### config.mk
export PLATFORM = sky130hd
export DESIGN_NAME = pwm_multi
export DESIGN_NICKNAME = d
export VERILOG_FILES = /design/src/rtl/pwm_multi.sv
export SDC_FILE = /design/constraint.sdc
export NUM_CORES = 1
export LEC_CHECK = 0
export CAP_MARGIN = 10
export CORE_MARGIN = 5
export CORE_UTILIZATION = 57
export CTS_BUF_LIST = sky130_fd_sc_hd__clkbuf_16
export CTS_CLUSTER_DIAMETER = 30
export DETAILED_ROUTE_END_ITERATION = 10
export HOLD_SLACK_MARGIN = 0.1
export PLACE_DENSITY_LB_ADDON = 0.12
export SYNTH_ARGS = -nofsm -noshare
export SYNTH_HDL_FRONTEND = slang
export SYNTH_SLANG_ARGS = --single-unit
export TNS_END_PERCENT = 30
### constraint.sdc
create_clock -name clk -period 4.5 [get_ports clk]
set_clock_uncertainty 0.05 [all_clocks]
set_input_delay 0.9 -clock clk [delete_from_list [all_inputs] [get_ports clk]]
set_output_delay 0.9 -clock clk [all_outputs]
set_load 0.005 [all_outputs]
### src/rtl/pwm_multi.sv
// Multi-channel PWM generator sharing one programmable-period counter.
// Supports edge-aligned and center-aligned modes, and double-buffers the period, mode and duty values.
module pwm_multi #(
    parameter int BITS     = 8,
    parameter int CHANNELS = 4
) (
    input  logic                     clk,
    input  logic                     rst,
    input  logic                     en,
    input  logic                     load,
    input  logic                     mode_in,
    input  logic [BITS-1:0]          period,
    input  logic [CHANNELS*BITS-1:0] dty,
    output logic [CHANNELS-1:0]      pwm,
    output logic                     period_end,
    output logic                     load_pending
);

    typedef enum logic {
        DIR_UP   = 1'b0,
        DIR_DOWN = 1'b1
    } dir_t;

    localparam logic [BITS-1:0] ONE = BITS'(1);

    logic [BITS-1:0]          r_cnt;
    dir_t                     r_dir;
    logic [CHANNELS-1:0]      r_pwm;
    logic                     r_period_end;

    logic                     r_mode_act;
    logic [BITS-1:0]          r_per_act;
    logic [CHANNELS*BITS-1:0] r_duty_act;
    logic                     r_mode_stg;
    logic [BITS-1:0]          r_per_stg;
    logic [CHANNELS*BITS-1:0] r_duty_stg;
    logic                     r_pending;

    logic                     w_boundary;
    logic                     w_transfer;
    logic [BITS-1:0]          w_cnt_nxt;
    dir_t                     w_dir_nxt;
    logic [CHANNELS-1:0]      w_pwm_nxt;

    // Last cycle of the current period; center mode with P<=1 degenerates to a 1-cycle period
    always_comb begin
        w_boundary = 1'b0;
        if (r_mode_act) begin
            if (r_per_act <= ONE) begin
                w_boundary = 1'b1;
            end else begin
                w_boundary = (r_cnt == '0) && (r_dir == DIR_DOWN);
            end
        end else begin
            w_boundary = (r_cnt >= r_per_act);
        end
    end

    assign w_transfer = r_pending && !load && (!en || w_boundary);

    // Counter sequencing: the top value repeats once in center mode as the direction flips
    always_comb begin
        w_cnt_nxt = r_cnt;
        w_dir_nxt = r_dir;
        if (!en || w_boundary) begin
            w_cnt_nxt = '0;
            w_dir_nxt = DIR_UP;
        end else if (!r_mode_act) begin
            w_cnt_nxt = r_cnt + ONE;
        end else if (r_dir == DIR_UP) begin
            if (r_cnt >= (r_per_act - ONE)) begin
                w_dir_nxt = DIR_DOWN;
            end else begin
                w_cnt_nxt = r_cnt + ONE;
            end
        end else begin
            w_cnt_nxt = r_cnt - ONE;
        end
    end

    // Per-channel unsigned compare against the active duty
    always_comb begin
        w_pwm_nxt = '0;
        for (int i = 0; i < CHANNELS; i++) begin
            w_pwm_nxt[i] = en && (r_cnt < r_duty_act[i*BITS +: BITS]);
        end
    end

    // Counter, direction and registered outputs
    always_ff @(posedge clk or posedge rst) begin
        if (rst) begin
            r_cnt        <= '0;
            r_dir        <= DIR_UP;
            r_pwm        <= '0;
            r_period_end <= 1'b0;
        end else begin
            r_cnt        <= w_cnt_nxt;
            r_dir        <= w_dir_nxt;
            r_pwm        <= w_pwm_nxt;
            r_period_end <= en && w_boundary;
        end
    end

    // Staging capture and staging-to-active transfer; a load always wins over a transfer
    always_ff @(posedge clk or posedge rst) begin
        if (rst) begin
            r_mode_stg <= 1'b0;
            r_per_stg  <= '0;
            r_duty_stg <= '0;
            r_mode_act <= 1'b0;
            r_per_act  <= '0;
            r_duty_act <= '0;
            r_pending  <= 1'b0;
        end else if (load) begin
            r_mode_stg <= mode_in;
            r_per_stg  <= period;
            r_duty_stg <= dty;
            r_pending  <= 1'b1;
        end else if (w_transfer) begin
            r_mode_act <= r_mode_stg;
            r_per_act  <= r_per_stg;
            r_duty_act <= r_duty_stg;
            r_pending  <= 1'b0;
        end
    end

    assign pwm          = r_pwm;
    assign period_end   = r_period_end;
    assign load_pending = r_pending;

endmodule

* After elaboration in Yosys (flattened, before gate mapping)
Cells that the tools add are included.
** Storage, ports and cells
- Flip-flop bits (word level) :: 97
- Bits of input ports :: 45
** Cells by class
- Eq/ne operators :: 1
- Add/subtract/negate cells :: 3
- Magnitude comparators :: 7
- Bitwise logic cells :: 1
- Mux-type cells :: 12
- Reductions and logical operators :: 15
** Operators with widths (number)
- $lt 8x8->1 :: 4
- $mux 8 :: 4
- $ge 8x8->1 :: 2
- $sub 8x1->8 const B :: 2
- $add 8x1->8 const B :: 1
- $le 8x1->1 const B :: 1
- $logic_and 1x1->1 :: 8
- $logic_not 8->1 :: 1
- $mux 1 :: 8
- $ne 4x4->1 const B :: 1
- $reduce_bool 2->1 :: 2
- $logic_not 1->1 :: 2
- $reduce_and 2->1 :: 1
- $logic_or 1x1->1 :: 1
- $not 1->1 :: 1

* Depth between registers and ports, before layout
- Depth after elaboration :: 8
- Depth in mapped cells :: 12
- Mapped depth without buffers :: 12

* Worst setup path after synthesis
No wires, ideal clock.
- Path type :: reg-to-reg
- Start point :: reg r_per_act[2]
- End point :: reg r_cnt[3]
- Slack :: 1.690 ns
- Required time :: 4.323 ns
- Data arrival time :: 2.633 ns
- Cell stages (with the launch flop) :: 11
- Buffers on the path :: 0
- Setup time :: 0.127 ns
- Cells stage by stage :: dfrtp_1 > or4_1 > nor4_1 > xnor2_1 > ha_1 > a21oi_1 > o21ai_0 > a32oi_1 > o21ai_0 > xor2_1 > nor2_1
** Between the ends
- Longest elaborated chain between the ends :: 5
** Ends and longest elaborated chain
- start, declared :: RTL line 32 : logic [BITS-1:0] r_per_act;
- start signal, assigned :: RTL line 121 : r_per_act <= r_per_stg;
- branches (longest 5 deep; another with $sub 8x1->8)
- end signal, assigned :: RTL line 97 : r_cnt <= w_cnt_nxt;
- end, declared :: RTL line 26 : logic [BITS-1:0] r_cnt;
Parallel ways; which one is timed is not known.
A chain may end at the register's enable or synchronous reset.

* Worst setup path after layout
- Start point :: reg r_per_act[2]
- End point :: reg r_cnt[6]
The elaborated chain is that of the path after synthesis.

==> flow_summary.toml <==
[timing]
slew-limit-headroom = 0.3352
hold_violations = 0
fmax_mhz = 309.0
setup_viol = 0
report.final.slew_viol_count = 0
tightest_slew_ns = 0.9973
rsz0062_at_grt = "false"
post-route-period-util = 0.7192
period_needed_ns = 3.236
tns_ns = 0

[cells_and_area]
synthToLayoutAreaGrowth_pct = 16.24
layout-drive-gt1-share = 0.2277
regArea_um2 = 2427
instances_no_fill = 578
multi_input_area_um2 = 2475
fillers = 661
diodes = 0
fin_nets = 558

[drt]
wl_um = 9743
ant_nets = 0
vias = 3199
viasPerCell = 5.535
drcViolationCount = 0
drtIter0Drc = 102
first_pass_iters = 4
post_drt_wl_per_cell_um = 16.86

[clock_tree]
post_cts_resized = 0
clk_path_buf_depth = 2
cts.sinks = 97
htreeDepth = 3
path_clk_slew_ns = 0.06
cts_setup_buffers = 0
numCtsBuffers = 9
worstSkewPairLatency_ns = 0.34
ctsHoldBuffers = 0
cts_tree = "yes"
cts_root_buf = "clkbuf_16"

[critical_path]
slowest_stage = "or4_1"
path_cells = "or4_1 > nor4_1 > xnor2_1 > ha_1 > a21oi_1 > o21ai_0 > a32oi_1 > o21ai_0 > xor2_1 > nor2_1"
crit_path_start_kind = "register"
cp_top_family = "compound AO/OA/AOI/OAI gates"
cpPeakStageDelay_ns = 0.58
cp_max_fo = 7
cp-end-kind = "register"
path_class = "reg -> reg"
cp.arrival_ns = 3.40
worstPathRequired_ns = 4.66
crit_buf_inv = 0
path_common_cell = "o21ai_0"

[placement]
port_buffers = 50
gp_congestion = 0.8581
dp_cells = 562
dp_hpwl_um = 6820

[logic_synthesis]
async_flop_share = 1.000
synth_area_um2 = 5170
synth.area.top_cells = "dfrtp_1 47%, ha_1 12%, mux2_4 12%, mux2_2 9.4%, inv_1 3.1%"
synthCells = 411
synth_flop_cell = "dfrtp_1"
synth_area_per_cell_um2 = 12.58
synth_top_area_cell = "dfrtp_1"
synth_edf_count = 0
syn-num-nets = 504
synth_seq_area_share = 0.4695
synth-warning-count = 0
yosysTopAreaCellShare = 0.4695
ys_ff_latch = 97
ys_types = 39

[floorplan]
die_w_um = 105.2
coreArea_um2 = 8763
top_level_ports = 51
num_rows = 34
initial_core_util = 0.5899
die_area_um2 = 11070
die_h_um = 105.2

[outcome]
status = "completed"

[grt]
grt.overflow.total = 0
grt.total_usage = 0.1883
grt_pass1_vias = 3403
grt_pass1_wl_um = 16840
grt_max_degree = 44
antenna_found_initial = 0

[power_and_ir_drop]
worst_ir_drop_vdd_mv = 0.2440
leakage_nw = 2.869
powerDensity_nw_per_um2 = 504.2

[hold_path]
holdCritPathClass = "reg -> reg"

[flow_run]
drv_cap = 0
cell usage after synthesis, drive strengths merged (2+ instances only):
cell type,n
nor2,15
inv,43
nand4b,2
o21ai,10
nand2b,8
dfrtp,97
nor4,2
nand2,17
nor3,4
buf,4
clkbuf,7
nand4,3
and3,2
nand3,6
mux2,83
a21oi,16
or4,2
a311o,4
xor2,6
a21o,5
a211oi,4
and2,5
xnor2,7
ha,48
through the flow:
stage	hold slack (ns)	utilization	setup slack, ns	total power [mW]	instance area [um2]
6_report	0.4543	0.6858	1.264	3.030	6010
2_1_floorplan	0.4250	-	1.016	2.085	5170
3_3_place_gp	0.4376	0.6548	1.399	2.290	5738
5_1_grt	0.4698	0.6858	1.117	3.254	6010
4_1_cts	0.4554	0.6858	1.297	3.059	6010
3_5_place_dp	0.4414	0.6548	1.304	2.345	5738
final timing paths:
check / start / end / slack, ns / cells after the start
worst max-delay path: r_per_act[2]$_DFFE_PP0P_ / r_cnt[6]$_DFFE_PP0P_ / 1.26 / 10
worst min register to register: r_duty_stg[13]$_DFFE_PP0P_ / r_duty_act[13]$_DFFE_PP0P_ / 0.45 / 1
max in group asynchronous: rst / r_duty_act[31]$_DFFE_PP0P_ / 2.62 / 3
worst max register to register: r_per_act[2]$_DFFE_PP0P_ / r_cnt[6]$_DFFE_PP0P_ / 1.26 / 10
min in group asynchronous: rst / r_duty_stg[18]$_DFFE_PP0P_ / 0.93 / 2
worst min-delay path: r_duty_stg[13]$_DFFE_PP0P_ / r_duty_act[13]$_DFFE_PP0P_ / 0.45 / 1
logic make-up (layout without fill, tap and decap cells):
family	count (synthesis)	after routing	share of synthesized area
flip-flops	97	97	0.4695
XOR/XNOR	13	13	0.02202
AO/OA/AOI/OAI	48	48	0.06414
adder cells (fa/ha/maj)	48	48	0.1162
AND/OR/NAND/NOR	67	67	0.06462
multiplexers	84	84	0.2118
buffers and inverters	54	113	0.05179
report_power, final:
| part | internal, mW | switching [mW] | leakage, nW |
|---|---|---|---|
| registers | 1.11 | 0.199 | 1.16 |
| logic | 0.591 | 0.433 | 1.58 |
| clock network | 0.373 | 0.328 | 0.133 |
| total | 2.07 | 0.960 | 2.87 |
sequential cells by signal (all words and copies together), names as in the netlist:
signal,cells
r_duty_act,32
r_duty_stg,32
r_cnt,8
r_per_act,8
r_per_stg,8
pwm,4
load_pending,1
period_end,1
r_dir,1
r_mode_act,1
r_mode_stg,1
cells in the final DEF, fill, tap and decap left out, drive strengths merged, types with 2 or more instances in the layout:
| cell | synthesis | routed |
|---|---|---|
| xnor2 | 7 | 7 |
| a311o | 4 | 4 |
| nand4 | 3 | 3 |
| nand3 | 6 | 6 |
| inv | 43 | 44 |
| o21ai | 10 | 10 |
| clkbuf | 7 | 9 |
| nor4 | 2 | 2 |
| or4 | 2 | 2 |
| a21oi | 16 | 16 |
| dfrtp | 97 | 97 |
| a21o | 5 | 5 |
| clkdlybuf4s50 | 0 | 49 |
| buf | 4 | 5 |
| clkinvlp | 0 | 2 |
| xor2 | 6 | 6 |
| and3 | 2 | 2 |
| and2 | 5 | 5 |
| nor3 | 4 | 4 |
| nand2b | 8 | 8 |
| nand2 | 17 | 17 |
| nand4b | 2 | 2 |
| a211oi | 4 | 4 |
| mux2 | 83 | 83 |
| nor2 | 15 | 15 |
| ha | 48 | 48 |
| clkinv | 0 | 4 |
worst register-to-register path, cell delays in order (launching register included):
cell     delay (ns)
dfrtp_1        0.43
or4_1          0.58
nor4_1         0.27
xnor2_1        0.17
ha_1           0.27
a21oi_1        0.14
o21ai_0        0.18
a32oi_1        0.53
o21ai_0        0.24
xor2_1         0.20
nor2_1         0.06
layout make-up:
class                           instances  area share
Clock buffer                            9     0.03748
Clock inverter                          7    0.007704
Inverter                               43     0.02707
Multi-Input combinational cell        260      0.4118
Sequential cell                        97      0.4039
Tap cell                              108     0.02249
Timing Repair Buffer                   54     0.08953
metal layers:
metal / track usage / wire, um / vias to the layer above
li1: - / - / 1538
met1: 0.2476 / 4287 / 1589
met2: 0.3101 / 4891 / 58
met3: 0.03240 / 375 / 14
met4: 0.07489 / 189 / 0
met5: 0 / 0 / -
No activity file was read; power rests on OpenSTA's default activity.
